### src/rtl/stepdown_loop_tstate_seq.sv
// Step-down loop cycle sequencer: dead time / min-max on-time / min off-time
// around the Tstate on-time window, with low-side enable and cycle counter.
//
// state | meaning
// IDLE  | loop disabled, both switches off
// DEAD1 | dead time before high-side on-time
// TON   | on-time window (Tstate high)
// DEAD2 | dead time after on-time
// TOFF  | low-side conduction (ls_on high)
module stepdown_loop_tstate_seq #(
  parameter int CW       = 6,
  parameter int TDEAD    = 2,
  parameter int TMIN_ON  = 4,
  parameter int TMAX_ON  = 48,
  parameter int TMIN_OFF = 6
) (
  input  logic       clk,
  input  logic       rst_n,
  input  logic       en,
  input  logic       trip,
  input  logic       zcd,
  output logic       Tstate,
  output logic       ls_on,
  output logic       maxon_flag,
  output logic [7:0] cycles,
  input  logic       CELG,
  input  logic       CELV,
  input  logic       CELSUB
);

  typedef enum logic [2:0] {
    IDLE  = 3'd0,
    DEAD1 = 3'd1,
    TON   = 3'd2,
    DEAD2 = 3'd3,
    TOFF  = 3'd4
  } state_t;

  localparam logic [CW-1:0] DEAD_LAST   = CW'(TDEAD - 1);
  localparam logic [CW-1:0] MINON_LAST  = CW'(TMIN_ON - 1);
  localparam logic [CW-1:0] MAXON_LAST  = CW'(TMAX_ON - 1);
  localparam logic [CW-1:0] MINOFF_LAST = CW'(TMIN_OFF - 1);
  localparam logic [CW-1:0] CNT_SAT     = '1;

  state_t        state_q, state_d;
  logic [CW-1:0] cnt_q, cnt_d;
  logic          tstate_q, tstate_d;
  logic          ls_on_q, ls_on_d;
  logic          maxon_q, maxon_d;
  logic [7:0]    cycles_q, cycles_d;
  logic          trip_ok, at_max;

  // Power/substrate pins carry no logic.
  logic unused_pwr;
  assign unused_pwr = CELG ^ CELV ^ CELSUB;

  always_comb begin
    state_d  = state_q;
    maxon_d  = 1'b0;
    cycles_d = cycles_q;
    trip_ok  = 1'b0;
    at_max   = 1'b0;
    case (state_q)
      IDLE: begin
        if (en) state_d = DEAD1;
      end
      DEAD1: begin
        if (!en)                    state_d = IDLE;
        else if (cnt_q == DEAD_LAST) state_d = TON;
      end
      TON: begin
        trip_ok = trip && (cnt_q >= MINON_LAST);
        at_max  = (cnt_q == MAXON_LAST);
        if (trip_ok || at_max || !en) begin
          state_d = DEAD2;
          maxon_d = at_max && !trip_ok;
          if (cycles_q != 8'hFF) cycles_d = cycles_q + 8'd1;
        end
      end
      DEAD2: begin
        if (cnt_q == DEAD_LAST) state_d = TOFF;
      end
      TOFF: begin
        if (zcd && (cnt_q >= MINOFF_LAST)) state_d = en ? DEAD1 : IDLE;
      end
      default: state_d = IDLE;
    endcase

    // Saturate rather than wrap so a long TOFF wait keeps min-off satisfied.
    if (state_d != state_q)  cnt_d = '0;
    else if (cnt_q == CNT_SAT) cnt_d = cnt_q;
    else                     cnt_d = cnt_q + CW'(1);

    tstate_d = (state_d == TON);
    ls_on_d  = (state_d == TOFF);
  end

  always_ff @(posedge clk or negedge rst_n) begin
    if (!rst_n) begin
      state_q  <= IDLE;
      cnt_q    <= '0;
      tstate_q <= 1'b0;
      ls_on_q  <= 1'b0;
      maxon_q  <= 1'b0;
      cycles_q <= 8'd0;
    end else begin
      state_q  <= state_d;
      cnt_q    <= cnt_d;
      tstate_q <= tstate_d;
      ls_on_q  <= ls_on_d;
      maxon_q  <= maxon_d;
      cycles_q <= cycles_d;
    end
  end

  assign Tstate     = tstate_q;
  assign ls_on      = ls_on_q;
  assign maxon_flag = maxon_q;
  assign cycles     = cycles_q;

endmodule

### config.mk
export PLATFORM = sky130hd
export DESIGN_NAME = stepdown_loop_tstate_seq
export DESIGN_NICKNAME = d
export VERILOG_FILES = /design/src/rtl/stepdown_loop_tstate_seq.sv
export SDC_FILE = /design/constraint.sdc
export NUM_CORES = 1
export LEC_CHECK = 0
export CAP_MARGIN = 20
export CORE_ASPECT_RATIO = 0.6
export CORE_MARGIN = 1.5
export CORE_UTILIZATION = 45
export CTS_BUF_LIST = sky130_fd_sc_hd__clkbuf_16
export CTS_CLUSTER_DIAMETER = 30
export DETAILED_ROUTE_END_ITERATION = 10
export HOLD_SLACK_MARGIN = 0.03
export PLACE_DENSITY = 0.67
export SYNTH_ARGS = -nofsm -noshare
export SYNTH_HDL_FRONTEND = slang
export SYNTH_SLANG_ARGS = --single-unit
### constraint.sdc
create_clock -name clk -period 2 [get_ports clk]
set_clock_uncertainty 0.15 [all_clocks]
set_input_delay 0.2 -clock clk [delete_from_list [all_inputs] [get_ports clk]]
set_output_delay 0.2 -clock clk [all_outputs]
set_load 0.02 [all_outputs]
==> summary.md, run 1 <==
| Metric | Value |
|---|---|
| Worst EP arrival | `2.02 ns` |
| Finished Cell Area | `1605 um^2` |
| Share of cells above drive strength 1 | `approximately 29%` |
| Chip height | `42.22 um` |
| CTS tree | `built` |
| Tcrit/Tclk final | `101.3%` |
| Worst-Skew Late Latency | `0.25 ns` |
| Power after layout | `1.953 mW` |
| Register area share after synthesis | `43.38%` |
| Drc violations | `0` |
| Post-synth cell types | `42` |
| WHS | `~0.13 ns` |
| Final WL | `2795 um` |
| Die Width | `68.37 um` |
| GRT Util Overall | `20.97%` |
| Post-synth EDFFs | `0` |
| Ports | `19` |
| YS warnings | `0` |
| Tightest Pin Transition | `0.4108 ns` |
| Critical Path Sink Type | `flip-flop` |
| Clock slew seen by the registers of the worst setup and hold paths | `0.05 ns` |
| Power Dens Cells | `1217 nW/um^2` |
| First-pass GRT wire length | `4215 um` |
| Most used DFF post-synth | `dfrtp_1` |
| Core area | `2293 um^2` |
| CP dominant cell by count | `buf_4` |
| Combinational share of power | `around 48%` |
| Switching Power | `722.7 uW` |
| Hold Buf Count CTS | `0` |
| Top cell type's share of synthesized area | `between 40% and 50%` |
| First drt pass iteration count | `4` |
| Area after DPL | `1463 um^2` |
| DIE AREA | `2886 um^2` |
| Placer Congestion | `0.9092` |
| Initial core utilization | `50.30%` |
| Final Non-Filler Cells | `around 170` |
| Antenna violations before repair | `0` |
| Critical path peak fanout | `3` |
| Grt total ovfl | `0` |
| Vias in the first global route | `880` |
| Internal | `between 1 and 1.5 mW` |
| Syn Area/Cell | `10.58 um^2` |
| Syn nets | `121` |
| Endpoints failing setup | `1` |
| Synthesized area | `1154 um^2` |
| Final ANT Viol Nets | `0` |
| Status | `complete, but fails checks` |
| Setup crit start kind | `flip-flop` |
| CTS sink count | `20` |
| Vias/cell | `5.815` |
| Iteration-0 DRC Markers | `42` |
| Rows | `13` |
| Relative max-transition margin | `between 70% and 80%` |
| Pre-CTS WS | `-0.07178 ns` |
| P&R area growth vs syn | `39.15%` |
| Area contributors post-synth | `dfrtp_1 43%, xnor2_1 5.3%, ha_1 4.3%, a2111oi_2 2.6%, o211ai_1 2.6%` |
| Slowest stage delay, CP | `0.42 ns` |
| Register bit total from synthesis | `20` |
| Leak Pwr | `0.6672 nW` |
| WL per Instance | `16.16 um` |
| Slowest cell on crit path | `dfrtp_1` |
| Setup TNS Final | `-0.02536 ns` |
| Core Util, Final | `69.99%` |
| Gate Count Post-Synth | `109` |
| Hold Crit Class | `in2async` |
| Max VDD drop | `689.6 uV` |
| F_max | `0.4937 GHz` |
| CTS max path bufs | `2` |
| Max-Cap Viols | `0` |
| Nets | `157` |
| Failing checks | `setup timing` |
| Unrepaired setup endpoints after global routing | `yes` |
| Critical Path RT | `1.99 ns` |
| Final Hold Fails | `0` |
| Final Worst Setup Slack | `-0.02536 ns` |
| Synth area leader | `dfrtp_1` |
| Seq pwr share | `31.5%` |
| HPWL after DPL | `2030 um` |
| Clock root buffer | `clkbuf_16` |
| Vias | `1,006` |
| Crit path time final | `2.025 ns` |
| Total CTS buffers | `3` |
| Sw Share | `37.00%` |
| Largest net degree at the start of global routing | `21` |
| Crit path kind | `reg2reg` |
| Worst-path cell chain | `buf_4, inv_1, ha_1, nand2b_1, a2111oi_2, buf_4, nand2_1, a211o_2` |
| Final Max Slew Viols | `0` |
| Clk pwr share | `between 20% and 30%` |
| CTS H-tree depth | `1` |
| Asr flop ratio synth | `100.0%` |
| Port bufs | `15` |
| Ant. Diodes | `0` |
| Cells after DPL | `169` |
critical path: cells and delay by family (launching register included):
family | cells | cell delay [ns]
AOI/OAI and AO/OA | 2 | 0.68
DFF | 1 | 0.42
buffers and inverters | 3 | 0.37
and+or+nand+nor | 2 | 0.15
adders and majority gates | 1 | 0.15
layer usage:
| metal | global-route usage, % | share of wire [%] | vias up |
|---|---|---|---|
| met3 | 6.720 | 6.3 | 8 |
| li1 | - | - | 481 |
| met4 | 12.00 | 3.2 | 0 |
| met2 | 26.80 | 41 | 36 |
| met5 | 0 | 0 | - |
| met1 | 30.30 | 49 | 481 |
cells in the final DEF (no fill, tap or decap), types with 3 or more instances in the layout:
master            n
nor3_1            5
buf_4            19
and3_1            3
nand2_1           5
inv_1             6
nand2b_1          3
ha_1              3
nor2_1            7
xnor2_1           7
clkdlybuf4s50_1  15
o211ai_1          4
clkbuf_16         3
dfrtp_1          19
nand3_1           4
o2111ai_1         3
logic make-up (layout without fill, tap and decap cells):
group | Yosys count | in the layout | share of synthesized area, %
adder cells (fa/ha/maj) | 4 | 4 | 4.339
flip-flops | 20 | 20 | 43.38
multiplexers | 4 | 4 | 3.688
buffers and inverters | 9 | 43 | 3.144
AO/OA/AOI/OAI | 22 | 22 | 17.68
XOR/XNOR | 8 | 8 | 6.074
AND/OR/NAND/NOR | 42 | 42 | 21.69
state kept, by name (all words and copies together), names as in the netlist:
name        flops
Tstate          1
cycles          8
state_q         3
cnt_q           6
maxon_flag      1
ls_on           1
cell usage after synthesis (3+ instances only):
master / count
dfrtp_1: 20
and3_1: 3
inv_1: 6
nor3_1: 5
nor2_1: 7
nand2b_1: 3
o2111ai_1: 3
o211ai_1: 4
nand3_1: 4
ha_1: 4
xnor2_1: 7
nand2_1: 5
path summary, 6_finish.rpt:
| check | to | from | cells after the start | slack (ns) |
|---|---|---|---|---|
| setup / recovery | state_q[0] | cnt_q[0] | 8 | -0.03 |
| min in group clk | cycles[5] | cycles[5] | 1 | 0.37 |
| setup reg to reg | state_q[0] | cnt_q[0] | 8 | -0.03 |
| hold reg to reg | cycles[5] | cycles[5] | 1 | 0.37 |
| hold / removal | cycles[1] | rst_n | 2 | 0.13 |
| max in group asynchronous | cnt_q[4] | rst_n | 2 | 1.34 |
power by group through the flow:
stage | sequential, mW | clock [mW] | combinational, mW
6_report | 0.616 | 0.411 | 0.927
3_3_place_gp | 0.608 | 0 | 0.795
4_1_cts | 0.610 | 0.420 | 0.846
2_1_floorplan | 0.667 | 0 | 0.401
3_5_place_dp | 0.616 | 0 | 0.818
5_1_grt | 0.626 | 0.439 | 0.989
cell type report:
| cell class | instances | area [um^2] |
|---|---|---|
| fillers | 157 | 688.2 |
| multi-input cells | 80 | 675.6 |
| flip-flops and latches | 20 | 501.7 |
| repair buffers | 34 | 292.8 |
| clock buffers | 3 | 75.07 |
| well taps | 30 | 37.54 |
| inverters | 6 | 22.52 |
repair_timing:
action,4_1_cts,5_1_grt
setup buffers,0,1
pin swaps,0,1
endpoints found under the setup margin,3,9
cloned,0,0
gates resized for setup,4,7
(Power assumes the default switching activity.)
==> run 2, diff against run 1 <==
--- a/config.mk
+++ b/config.mk
@@ -5,7 +5,7 @@
 export SDC_FILE = /design/constraint.sdc
 export NUM_CORES = 1
 export LEC_CHECK = 0
-export CAP_MARGIN = 20
+export CAP_MARGIN = 40
 export CORE_ASPECT_RATIO = 0.6
 export CORE_MARGIN = 1.5
 export CORE_UTILIZATION = 45
@@ -13,7 +13,7 @@
 export CTS_CLUSTER_DIAMETER = 30
 export DETAILED_ROUTE_END_ITERATION = 10
 export HOLD_SLACK_MARGIN = 0.03
-export PLACE_DENSITY = 0.67
+export PLACE_DENSITY = 0.69
 export SYNTH_ARGS = -nofsm -noshare
 export SYNTH_HDL_FRONTEND = slang
 export SYNTH_SLANG_ARGS = --single-unit
==> run 2 against run 1 <==
- the flow now finishes without violations
- first-iteration DRC count grew 76%
- clock power shrank 4%
- flip-flop and latch count is the same
- count of clock-buffer cells in the layout is the same
- sequential power grew 1%
- register-to-register slack gained 0.06 ns
- sequential share of layout area grew 0.68 points
- core utilization shrank 0.98 points
- die area is the same
- largest cell class unchanged
- power shrank 4.8%
- design area shrank 1.4%
==> summary.md, run 2 (synthesized netlist as in run 1, its figures left out) <==
| Metric | Value |
|---|---|
| Status | `complete, no violations` |
| Vias/cell | `5.667` |
| Rows | `13` |
| Fillers | `165` |
| Tightest Pin Transition | `0.4481 ns` |
| Vias | `969` |
| Number of flip-flops in the largest register | `8` |
| Hold Crit Class | `in2async` |
| Unrepaired setup endpoints after global routing | `yes` |
| Power Dens Cells | `1175 nW/um^2` |
| Top Layer Used | `met4` |
| Met3 WL | `129 um` |
| CTS H-tree depth | `1` |
| Total CTS buffers | `3` |
| CTS sink count | `20` |
| Ports | `19` |
| Critical Path RT | `between 1.5 and 2 ns` |
| Relative max-transition margin | `70.13%` |
| Final Hold Fails | `0` |
| Power after layout | `1.860 mW` |
| Largest net degree at the start of global routing | `21` |
| Share of cells above drive strength 1 | `29.79%` |
| Ant. Diodes | `0` |
| Final WL | `2614 um` |
| Final ANT Viol Nets | `0` |
| GRT Util Overall | `21.18%` |
| Tcrit/Tclk final | `98.13%` |
| First-pass GRT wire length | `roughly 4500 um` |
| Crit path time final | `around 2.0 ns` |
| Initial core utilization | `50.30%` |
| Chip height | `42.22 um` |
| Nets | `155` |
| Final Max Slew Viols | `0` |
| FF-to-FF path depth | `6` |
| P&R area growth vs syn | `37.20%` |
| Setup crit start kind | `flip-flop` |
| DIE AREA | `2886 um^2` |
| Critical R2R Capture | `Tstate` |
| Critical Path Sink Type | `flip-flop` |
| Iteration-0 DRC Markers | `74` |
| Most frequent cells in the layout | `17 x buf_4, 16 x dfrtp_1, 15 x clkdlybuf4s50_1` |
| Endpoints failing setup | `0` |
| Crit path kind | `reg2reg` |
| Vias in the first global route | `914` |
| M1 wire length | `1415 um` |
| Combinational share of power | `45.2%` |
| First drt pass iteration count | `4` |
| Clock slew seen by the registers of the worst setup and hold paths | `0.05 ns` |
| Clk pwr share | `21.2%` |
| F_max | `0.5095 GHz` |
| Core area | `2293 um^2` |
| CTS max path bufs | `2` |
| Grt total ovfl | `0` |
| Hold Buf Count CTS | `0` |
| Commonest non-fill, non-tap cell in the layout | `buf_4` |
| Worst EP arrival | `1.93 ns` |
| Die Width | `68.37 um` |
| Final Worst Setup Slack | `~0.037 ns` |
| Clock root buffer | `clkbuf_16` |
| Seq pwr share | `~34%` |
| Area occupied by multi-input gates | `between 600 and 700 um^2` |
| Internal | `approximately 1.2 mW` |
| Crit Reg-Reg Startpoint | `cnt_q[0]` |
| HPWL after DPL | `2001 um` |
| Port bufs | `15` |
| CTS tree | `built` |
| Worst-Skew Late Latency | `0.25 ns` |
| Placer Congestion | `0.8809` |
| Max-Cap Viols | `0` |
| Antenna violations before repair | `0` |
| Switching Power | `685.8 uW` |
| Max VDD drop | `705.3 uV` |
| Seq. cell area | `just over 500 um^2` |
| Sw Share | `36.86%` |
| Pre-CTS WS | `-0.09845 ns` |
| Metal2 WL | `1055 um` |
| R2r setup slk | `approximately 0.037 ns` |
| WHS | `0.1465 ns` |
| WL per Instance | `about 15 um` |
| Drc violations | `0` |
| Critical path peak fanout | `8` |
| Leak Pwr | `0.6488 nW` |
run 2: worst max path at each step:
stage / startpoint / to / depth (start not counted) / slack [ns]
final: cnt_q[0] / Tstate / 6 / 0.04
after CTS: cnt_q[5] / cnt_q[0] / 5 / -0.007
after global routing: cnt_q[5] / cnt_q[0] / 5 / -0.04
after detailed placement: en / cnt_q[2] / 5 / -0.1
after floorplan: cnt_q[4] / cycles[1] / 4 / 0.13
after global placement: cnt_q[0] / Tstate / 6 / -0.09
run 2: critical path: stages (launching register included):
cell and delay [ns]:
dfrtp_2 0.44, ha_1 0.22, buf_4 0.14, inv_1 0.07, a21boi_2 0.09, o21a_2 0.31
nor4b_2 0.40
run 2: metal layers:
layer  vias to the layer above  track usage, %
met5                         -               0
met4                         0           2.400
met3                         2           6.452
met1                       469           34.12
met2                        23           27.96
li1                        475               -
run 2: cell type report:
class	instances	share of cell area (%)
multi-input combinational	80	41.98
timing repair buffer	32	17.55
tap	30	2.372
inverter	6	1.423
clock buffer	3	4.743
sequential	20	31.94
run 2: stage by stage:
stage	TNS (ns)	instances	util, %	area, um^2
floorplan	0	109	-	1154
global placement	-0.09367	167	63.12	1448
detailed placement	-0.1565	167	63.12	1448
CTS	-0.006813	170	66.94	1535
global route	-0.1094	171	69.01	1583
finish	0	171	69.01	1583
run 2: what timing repair did:
action / CTS / global route
resized for setup: 2 / 9
pin swaps: 0 / 2
endpoints found under the setup margin: 2 / 13
setup buffers: 0 / 1
run 2: power groups by stage:
stage	clock network [mW]	logic (mW)	registers (mW)
after floorplan	0	0.401	0.667
after global placement	0	0.743	0.623
after detailed placement	0	0.768	0.626
after CTS	0.406	0.789	0.622
after global routing	0.427	0.931	0.643
final	0.394	0.842	0.625
==> run 3, diff against run 2 <==
--- a/config.mk
+++ b/config.mk
@@ -14,6 +14,7 @@
 export DETAILED_ROUTE_END_ITERATION = 10
 export HOLD_SLACK_MARGIN = 0.03
 export PLACE_DENSITY = 0.69
+export SKIP_LAST_GASP = 1
 export SYNTH_ARGS = -nofsm -noshare
 export SYNTH_HDL_FRONTEND = slang
 export SYNTH_SLANG_ARGS = --single-unit
==> results of run 3 <==
Final layout, timing and power as in run 2 (identical DEF).
